===== src/rtl/instr_decode.sv =====
`default_nettype none
// ------------------------------------------------------------------
// instr_decode : one-entry decode/issue stage, scoreboard stall, HALT
// rev 1.0
// ------------------------------------------------------------------
module instr_decode (
  input  logic       clk,
  input  logic       reset,
  input  logic       in_valid,
  output logic       in_ready,
  input  logic [8:0] in_instr,
  output logic [1:0] reg1,
  output logic [1:0] reg2,
  input  logic [7:0] data1,
  input  logic [7:0] data2,
  output logic       out_valid,
  input  logic       out_ready,
  output logic [2:0] out_op,
  output logic [1:0] out_rd,
  output logic       out_we,
  output logic [7:0] out_a,
  output logic [7:0] out_b,
  input  logic       wb_valid,
  input  logic [1:0] wb_reg,
  output logic [3:0] pending,
  output logic       halted
);

  typedef enum logic [1:0] {
    S_EMPTY  = 2'd0,
    S_FULL   = 2'd1,
    S_HALTED = 2'd2
  } state_t;

  state_t     state_q;
  logic [8:0] ir_q;
  logic       out_valid_q;
  logic [2:0] out_op_q;
  logic [1:0] out_rd_q;
  logic       out_we_q;
  logic [7:0] out_a_q;
  logic [7:0] out_b_q;
  logic [3:0] pending_q;
  logic [3:0] pending_d;
  logic       halted_q;

  logic [2:0] ir_op;
  logic [1:0] ir_rd;
  logic [1:0] ir_rs1;
  logic [1:0] ir_rs2;
  logic       ir_alu;
  logic       ir_store;
  logic       ir_halt;
  logic [3:0] wb_mask;
  logic [3:0] eff;
  logic       hazard;
  logic       out_free;
  logic       issue;
  logic       retire;
  logic       accept;

  assign ir_op    = ir_q[8:6];
  assign ir_rd    = ir_q[5:4];
  assign ir_rs1   = ir_q[3:2];
  assign ir_rs2   = ir_q[1:0];
  assign ir_alu   = (ir_op <= 3'd5);
  assign ir_store = (ir_op == 3'd6);
  assign ir_halt  = (ir_op == 3'd7);

  // A writeback landing this cycle already frees its register for issue.
  assign wb_mask = wb_valid ? (4'b0001 << wb_reg) : 4'b0000;
  assign eff     = pending_q & ~wb_mask;

  assign hazard = (ir_alu   && (eff[ir_rs1] || eff[ir_rs2] || eff[ir_rd])) ||
                  (ir_store && (eff[ir_rs1] || eff[ir_rs2]));

  assign out_free = !out_valid_q || out_ready;
  assign issue    = (state_q == S_FULL) && !ir_halt && !hazard && out_free;
  assign retire   = (state_q == S_FULL) && ir_halt && (eff == 4'b0000) && !out_valid_q;
  assign in_ready = reset && ((state_q == S_EMPTY) || issue);
  assign accept   = in_valid && in_ready;

  // A new reservation beats a same-cycle writeback to the same register.
  assign pending_d = eff | ((issue && ir_alu) ? (4'b0001 << ir_rd) : 4'b0000);

  always_ff @(posedge clk or negedge reset) begin
    if (!reset) begin
      state_q     <= S_EMPTY;
      ir_q        <= 9'd0;
      out_valid_q <= 1'b0;
      out_op_q    <= 3'd0;
      out_rd_q    <= 2'd0;
      out_we_q    <= 1'b0;
      out_a_q     <= 8'd0;
      out_b_q     <= 8'd0;
      pending_q   <= 4'd0;
      halted_q    <= 1'b0;
    end else begin
      if (accept) begin
        ir_q <= in_instr;
      end
      case (state_q)
        S_EMPTY:  if (accept) state_q <= S_FULL;
        S_FULL: begin
          if (retire) begin
            state_q  <= S_HALTED;
            halted_q <= 1'b1;
          end else if (issue && !accept) begin
            state_q <= S_EMPTY;
          end
        end
        S_HALTED: state_q <= S_HALTED;
        default:  state_q <= S_EMPTY;
      endcase
      if (issue) begin
        out_valid_q <= 1'b1;
        out_op_q    <= ir_op;
        out_rd_q    <= ir_rd;
        out_we_q    <= ir_alu;
        out_a_q     <= data1;
        out_b_q     <= data2;
      end else if (out_ready) begin
        out_valid_q <= 1'b0;
      end
      pending_q <= pending_d;
    end
  end

  assign reg1      = ir_rs1;
  assign reg2      = ir_rs2;
  assign out_valid = out_valid_q;
  assign out_op    = out_op_q;
  assign out_rd    = out_rd_q;
  assign out_we    = out_we_q;
  assign out_a     = out_a_q;
  assign out_b     = out_b_q;
  assign pending   = pending_q;
  assign halted    = halted_q;

endmodule
`default_nettype wire


===== config.mk =====
export PLATFORM = sky130hd
export DESIGN_NAME = instr_decode
export DESIGN_NICKNAME = d
export VERILOG_FILES = /design/src/rtl/instr_decode.sv
export SDC_FILE = /design/constraint.sdc
export NUM_CORES = 1
export LEC_CHECK = 0
export BUFFER_PORTS_ARGS = -buffer_cell sky130_fd_sc_hd__buf_4
export CORE_MARGIN = 5
export CORE_UTILIZATION = 30
export CTS_BUF_LIST = sky130_fd_sc_hd__clkbuf_16
export CTS_CLUSTER_DIAMETER = 40
export CTS_CLUSTER_SIZE = 16
export DETAILED_ROUTE_END_ITERATION = 16
export PLACE_DENSITY_LB_ADDON = 0.15
export SLEW_MARGIN = 10
export SYNTH_ARGS = -nofsm -noshare
export SYNTH_HDL_FRONTEND = slang
export SYNTH_SLANG_ARGS = --single-unit

===== constraint.sdc =====
create_clock -name clk -period 2.35 [get_ports clk]
set_clock_uncertainty 0.1 [all_clocks]
set_input_delay 0.1175 -clock clk [delete_from_list [all_inputs] [get_ports clk]]
set_output_delay 0.1175 -clock clk [all_outputs]
set_load 0.05 [all_outputs]

# After elaboration in Yosys (flattened, before gate mapping)

Cells that the tools add are included.

Bitwise operators: 3
Order comparisons: 4
Shift operators: 2
Mux-type cells: 14
Reductions and logical operators: 26
Equal/unequal tests: 6

Operators with widths:

| operator                                                                     | number |
|---|---|
| 1-bit logical AND                                                            | 12 |
| 2-bit by 3-bit less-than comparator with 1-bit output, second input constant | 3 |
| 4-bit two-way mux                                                            | 2 |
| 1-bit by 2-bit << shifter with 4-bit output, first input constant            | 2 |
| 1-bit binary-select mux with 2-bit select                                    | 3 |
| 3-bit == test, second input constant                                         | 2 |
| 2-bit two-way mux                                                            | 3 |
| 2-bit one-hot mux with 3 select lines                                        | 1 |
| 1-bit logical OR                                                             | 5 |
| 1-bit two-way mux                                                            | 5 |
| 4-bit AND                                                                    | 1 |
| 1-bit zero test                                                              | 4 |
| 4-bit zero test                                                              | 1 |
| 4-bit inverter                                                               | 1 |
| 4-bit bitwise OR                                                             | 1 |
| 2-bit AND reduction                                                          | 2 |
| 3-bit less-or-equal comparator, second input constant                        | 1 |
| 3-bit by 2-bit != test with 1-bit output, second input constant              | 1 |
| 2-bit by 1-bit == test with 1-bit output, second input constant              | 1 |
| 2-bit == test, second input constant                                         | 1 |
| 2-bit zero test                                                              | 1 |
| 2-bit != test, second input constant                                         | 1 |
| 2-bit nonzero test                                                           | 1 |

Word-level logic and storage cells: 65
Output and inout bits: 33
Bits in registers: 39

# Logic depth before layout (Yosys ltp)

Word-level depth: 21
Mapped depth: 8

# Least setup slack after synthesis

Ideal clock, no wire load.

Kind: register to output
From: register pending_q[1], in the netlist pending[1]
To: output in_ready
Slack: -285 ps
Cell stages (with the launch flop): 8
Data arrival time: 2418 ps
Buffers on the path: 2
Cells stage by stage: dfrtp_1 > mux2_1 > a211oi_1 > or3_1 > nand4b_1 > buf_6 > buf_6 > a21boi_1

Cells in the longest elaborated chain, start to end: 12

RTL lines:

| what                                      | line   | source |
|---|---|---|
| start: declaration                        | 43     | `logic [3:0] pending_q;` |
| start signal: assignment                  | 125    | `pending_q <= pending_d;` |
| 4-bit AND *                               | 72     | `assign eff = pending_q & ~wb_mask;` |
| 1-bit binary-select mux with 2-bit select | 74, 75 |  |
| 1-bit two-way mux (not written as such)   | 74, 75 |  |
| 1-bit logical OR                          | 74, 75 |  |
| 1-bit logical OR                          | 74     | `assign hazard = (ir_alu && (eff[ir_rs1] \|\| eff[ir_rs2] \|\| eff[ir_rd])) \|\|` |
| 1-bit logical AND                         | 74     |  |
| 1-bit logical OR *                        | 74     |  |
| 1-bit zero test *                         | 78     | `assign issue = (state_q == S_FULL) && !ir_halt && !hazard && out_free;` |
| 1-bit logical AND * (2 in series)         | 78     |  |
| 1-bit logical OR *                        | 80     | `assign in_ready = reset && ((state_q == S_EMPTY) \|\| issue);` |
| 1-bit logical AND *                       | 80     |  |
| end: declaration                          | 10     | `output logic in_ready,` |

Mark *: on every way between the ends. The rest lies on a longest branch, timed or not. The select of a mux whose other input is x is not followed.

# Worst setup path in the final report

From: register ir_q[4]
To: register out_a_q[2], in the netlist out_a[2]

Cells in the longest elaborated chain, start to end: 8

RTL lines:

| what                                      | line | source |
|---|---|---|
| start: declaration                        | 36   | `logic [8:0] ir_q;` |
| start signal: assignment                  | 100  | `ir_q <= in_instr;` |
| 1-bit binary-select mux with 2-bit select | 74   |  |
| 1-bit two-way mux (not written as such)   | 74   |  |
| 1-bit logical OR                          | 74   |  |
| 1-bit logical AND                         | 74   |  |
| 1-bit logical OR                          | 74   |  |
| 1-bit zero test                           | 78   |  |
| 1-bit logical AND (2 in series)           | 78   |  |
| end signal: assignment                    | 120  | `out_a_q <= data1;` |
| end: declaration                          | 41   | `logic [7:0] out_a_q;` |

Every way passes these cells. The select of a mux whose other input is x is not followed.
A chain may end at the register's enable or synchronous reset.

==> metrics.yaml <==
outcome:
  status: "finished, final reports clean"
critical_path:
  crit_chain: "xor2_1, a211oi_2, or3_4, nand4b_1, buf_4, bufbuf_16, mux2_2"
  slowest_delay_ns: 0.43
  cp_max_fo: 14
  worstSetupPathType: "register to register"
  rrSetupSlack_ns: 0.04
  cp-startpoint: "ir_q[4]$_DFFE_PN0P_"
  cp.arrival_ns: 2.37
  endpoint_kind: "register"
  cp_slowest_cell: "dfrtp_2"
  startpoint_type: "register"
  cp.required_ns: 2.41
  r2r-start: "ir_q[4]$_DFFE_PN0P_"
hold_path:
  min_path_type: "primary input to register"
  worstHoldStart: "in_instr[1]"
run:
  maxCapViolations: 0
placement:
  place_area_um2: 2650
  gp_congestion: 0.773
  dp_cells: 326
  dp_hpwl_um: 4000
  dpl_worst_slack_ns: 0.150
  port_buffers: 64
floorplanning:
  core_region_area_um2: 6760
  die_h_um: 93.1
  die_x_um: 93.1
  die_area_um2: 8660
  start_util: 0.306
  rows: 30
  io_pins: 65
logic_synthesis:
  synth-seq-area-share: 0.472
  synth-edff-count: 0
  netlist.area_leader.share: 0.472
  synth-async-reset-ratio: 1.00
  ys.flop_type: "dfrtp_1"
  synth_area_per_cell_um2: 11.1
  syn_nets: 218
  synth_area_um2: 2070
  ys_ff_latch: 39
  synth_cell_types: 42
  synth_area_leaders: "dfrtp_1, mux2_4, mux2_2"
  yosysTopAreaCell: "dfrtp_1"
  synthCells: 186
  yosys_warnings: 0
layout:
  drive_above_1_share: 0.453
  finish.utilization: 0.469
  fin_area_um2: 3170
  syn2layout_area_growth_pct: 53.3
  final_nets: 319
  instances_no_fill: 367
  n_antenna_cell: 0
sta:
  slew_headroom: 0.603
  drv_slew: 0
  fmax_mhz: 433
  hold_viol_final: 0
  finalSetupViolations: 0
  setup_slack_ns: 0.0381
  worst_pin_slew_ns: 0.593
  fin_crit_ns: 2.31
  period_share: 0.984
  finalSetupTns_ns: 0
  rsz0062_at_grt: "true"
power:
  ir_drop_v: 0.000237
  power.density_nw_per_um2: 461
  leakagePower_uw: 0.00156
grt:
  track_usage: 0.136
  grt_pass1_vias: 1824
  grt_pass1_wl_um: 9280
  grt_max_degree: 31
  overflow: 0
  antenna_found_initial: 0
cts:
  cts_sinks: 39
  numCtsBuffers: 5
  clk_latency_ns: 0.28
  clk_pin_slew_worst_paths_ns: 0.05
  clock_path_buffers: 2
  clock-root-buffer: "clkbuf_16"
  htreeDepth: 2
  cts_tree: "built"
drt:
  drc: 0
  wl_um: 5660
  wl_per_cell_um: 15.4
  via_per_inst: 4.84
  drt-initial-drc-count: 59
  dr_total_vias: 1775
  postRouteAntennaNets: 0
  dr.pass1.iters: 4
==> critical path, delay by kind of cell (launching register included) <==
family | cells | cell delay [ns]
AOI/OAI and AO/OA | 1 | 0.08
xor gates and xnor gates | 1 | 0.27
buffers and inverters | 2 | 0.41
DFF | 1 | 0.43
muxes | 1 | 0.34
and+or+nand+nor | 2 | 0.56
==> routing by layer <==
metal	up-vias	wire length (µm)	track usage
met1	855	2540	0.174
met3	6	207	0.0282
met2	40	2840	0.226
met4	0	76	0.0525
li1	874	-	-
met5	-	0	0
==> sequential cells by signal (all words and copies together) (netlist names) <==
signal     flops
out_op         3
halted         1
out_we         1
out_rd         2
ir_q           9
out_valid      1
state_q        2
out_a          8
out_b          8
pending        4
==> through the flow <==
step / hold WS, ns / power (µW)
2_1_floorplan: -0.278 / 743
4_1_cts: 0.00388 / 1480
3_5_place_dp: -0.127 / 812
3_3_place_gp: -0.123 / 812
5_1_grt: 0.0303 / 1530
6_report: 0.00524 / 1460
==> layout by cell type, fill, tap and decap left out, types with 2 or more instances in the layout <==
master,instances
and3_1,9
mux2i_1,2
o21ai_0,5
nor2_1,4
dfrtp_2,4
o21ai_1,4
nand3_1,3
dlygate4sd3_1,24
nand2_1,25
buf_4,83
o211ai_1,10
nor2b_1,3
dfrtp_1,35
xor2_1,2
clkbuf_16,5
nand3b_1,2
inv_1,2
nand4b_1,10
mux2_4,15
mux2_2,9
a211oi_2,2
nand2b_1,5
==> worst paths after layout <==
path | endpoint | cells after the start
setup / recovery | out_a[2]$_DFFE_PN0N_ | 7
hold / removal | ir_q[1]$_DFFE_PN0P_ | 3
setup reg to reg | out_a[2]$_DFFE_PN0N_ | 7
hold reg to reg | halted$_DFFE_PN0P_ | 1
max in group asynchronous | pending[0]$_DFF_PN0_ | 3
min in group asynchronous | ir_q[7]$_DFFE_PN0P_ | 2
==> power by group <==
group          switching [µW]  internal, µW  total (µW)
Combinational            64.3          84.5         149
Clock                     245           381         625
Sequential               8.47           678         687
==> synth_stat cells, drive strengths merged (2+ instances only) <==
| library cell | instances |
|---|---|
| a211oi | 3 |
| a21boi | 2 |
| and3 | 9 |
| buf | 11 |
| clkbuf | 5 |
| dfrtp | 39 |
| inv | 2 |
| mux2 | 24 |
| mux2i | 2 |
| nand2 | 25 |
| nand2b | 5 |
| nand3 | 3 |
| nand3b | 2 |
| nand4b | 10 |
| nor2 | 4 |
| nor2b | 3 |
| o211ai | 10 |
| o21ai | 9 |
| xor2 | 2 |
==> kinds of logic after synthesis <==
logic type / share of synthesized area
simple gates: 0.188
buf+inv: 0.0586
mux: 0.166
xor+xnor: 0.0127
compound gates: 0.103
flops: 0.472
==> repair_timing <==
item	in CTS	in global routing
pin swaps	1	0
buffers inserted	2	7
hold buffers	24	0
endpoints found under the hold margin	62	0
setup endpoints to repair	1	10
cloned	1	0
gates resized for setup	7	8
==> final cells by class <==
type                    count  area (µm²)
clock buffers               5         125
fillers                   657        3580
well taps                  80         100
flip-flops and latches     39         981
inverters                   2        7.51
multi-input cells         129        1020
repair buffers            110         927
clock inverters             2        8.76
(Power assumes the default switching activity.)
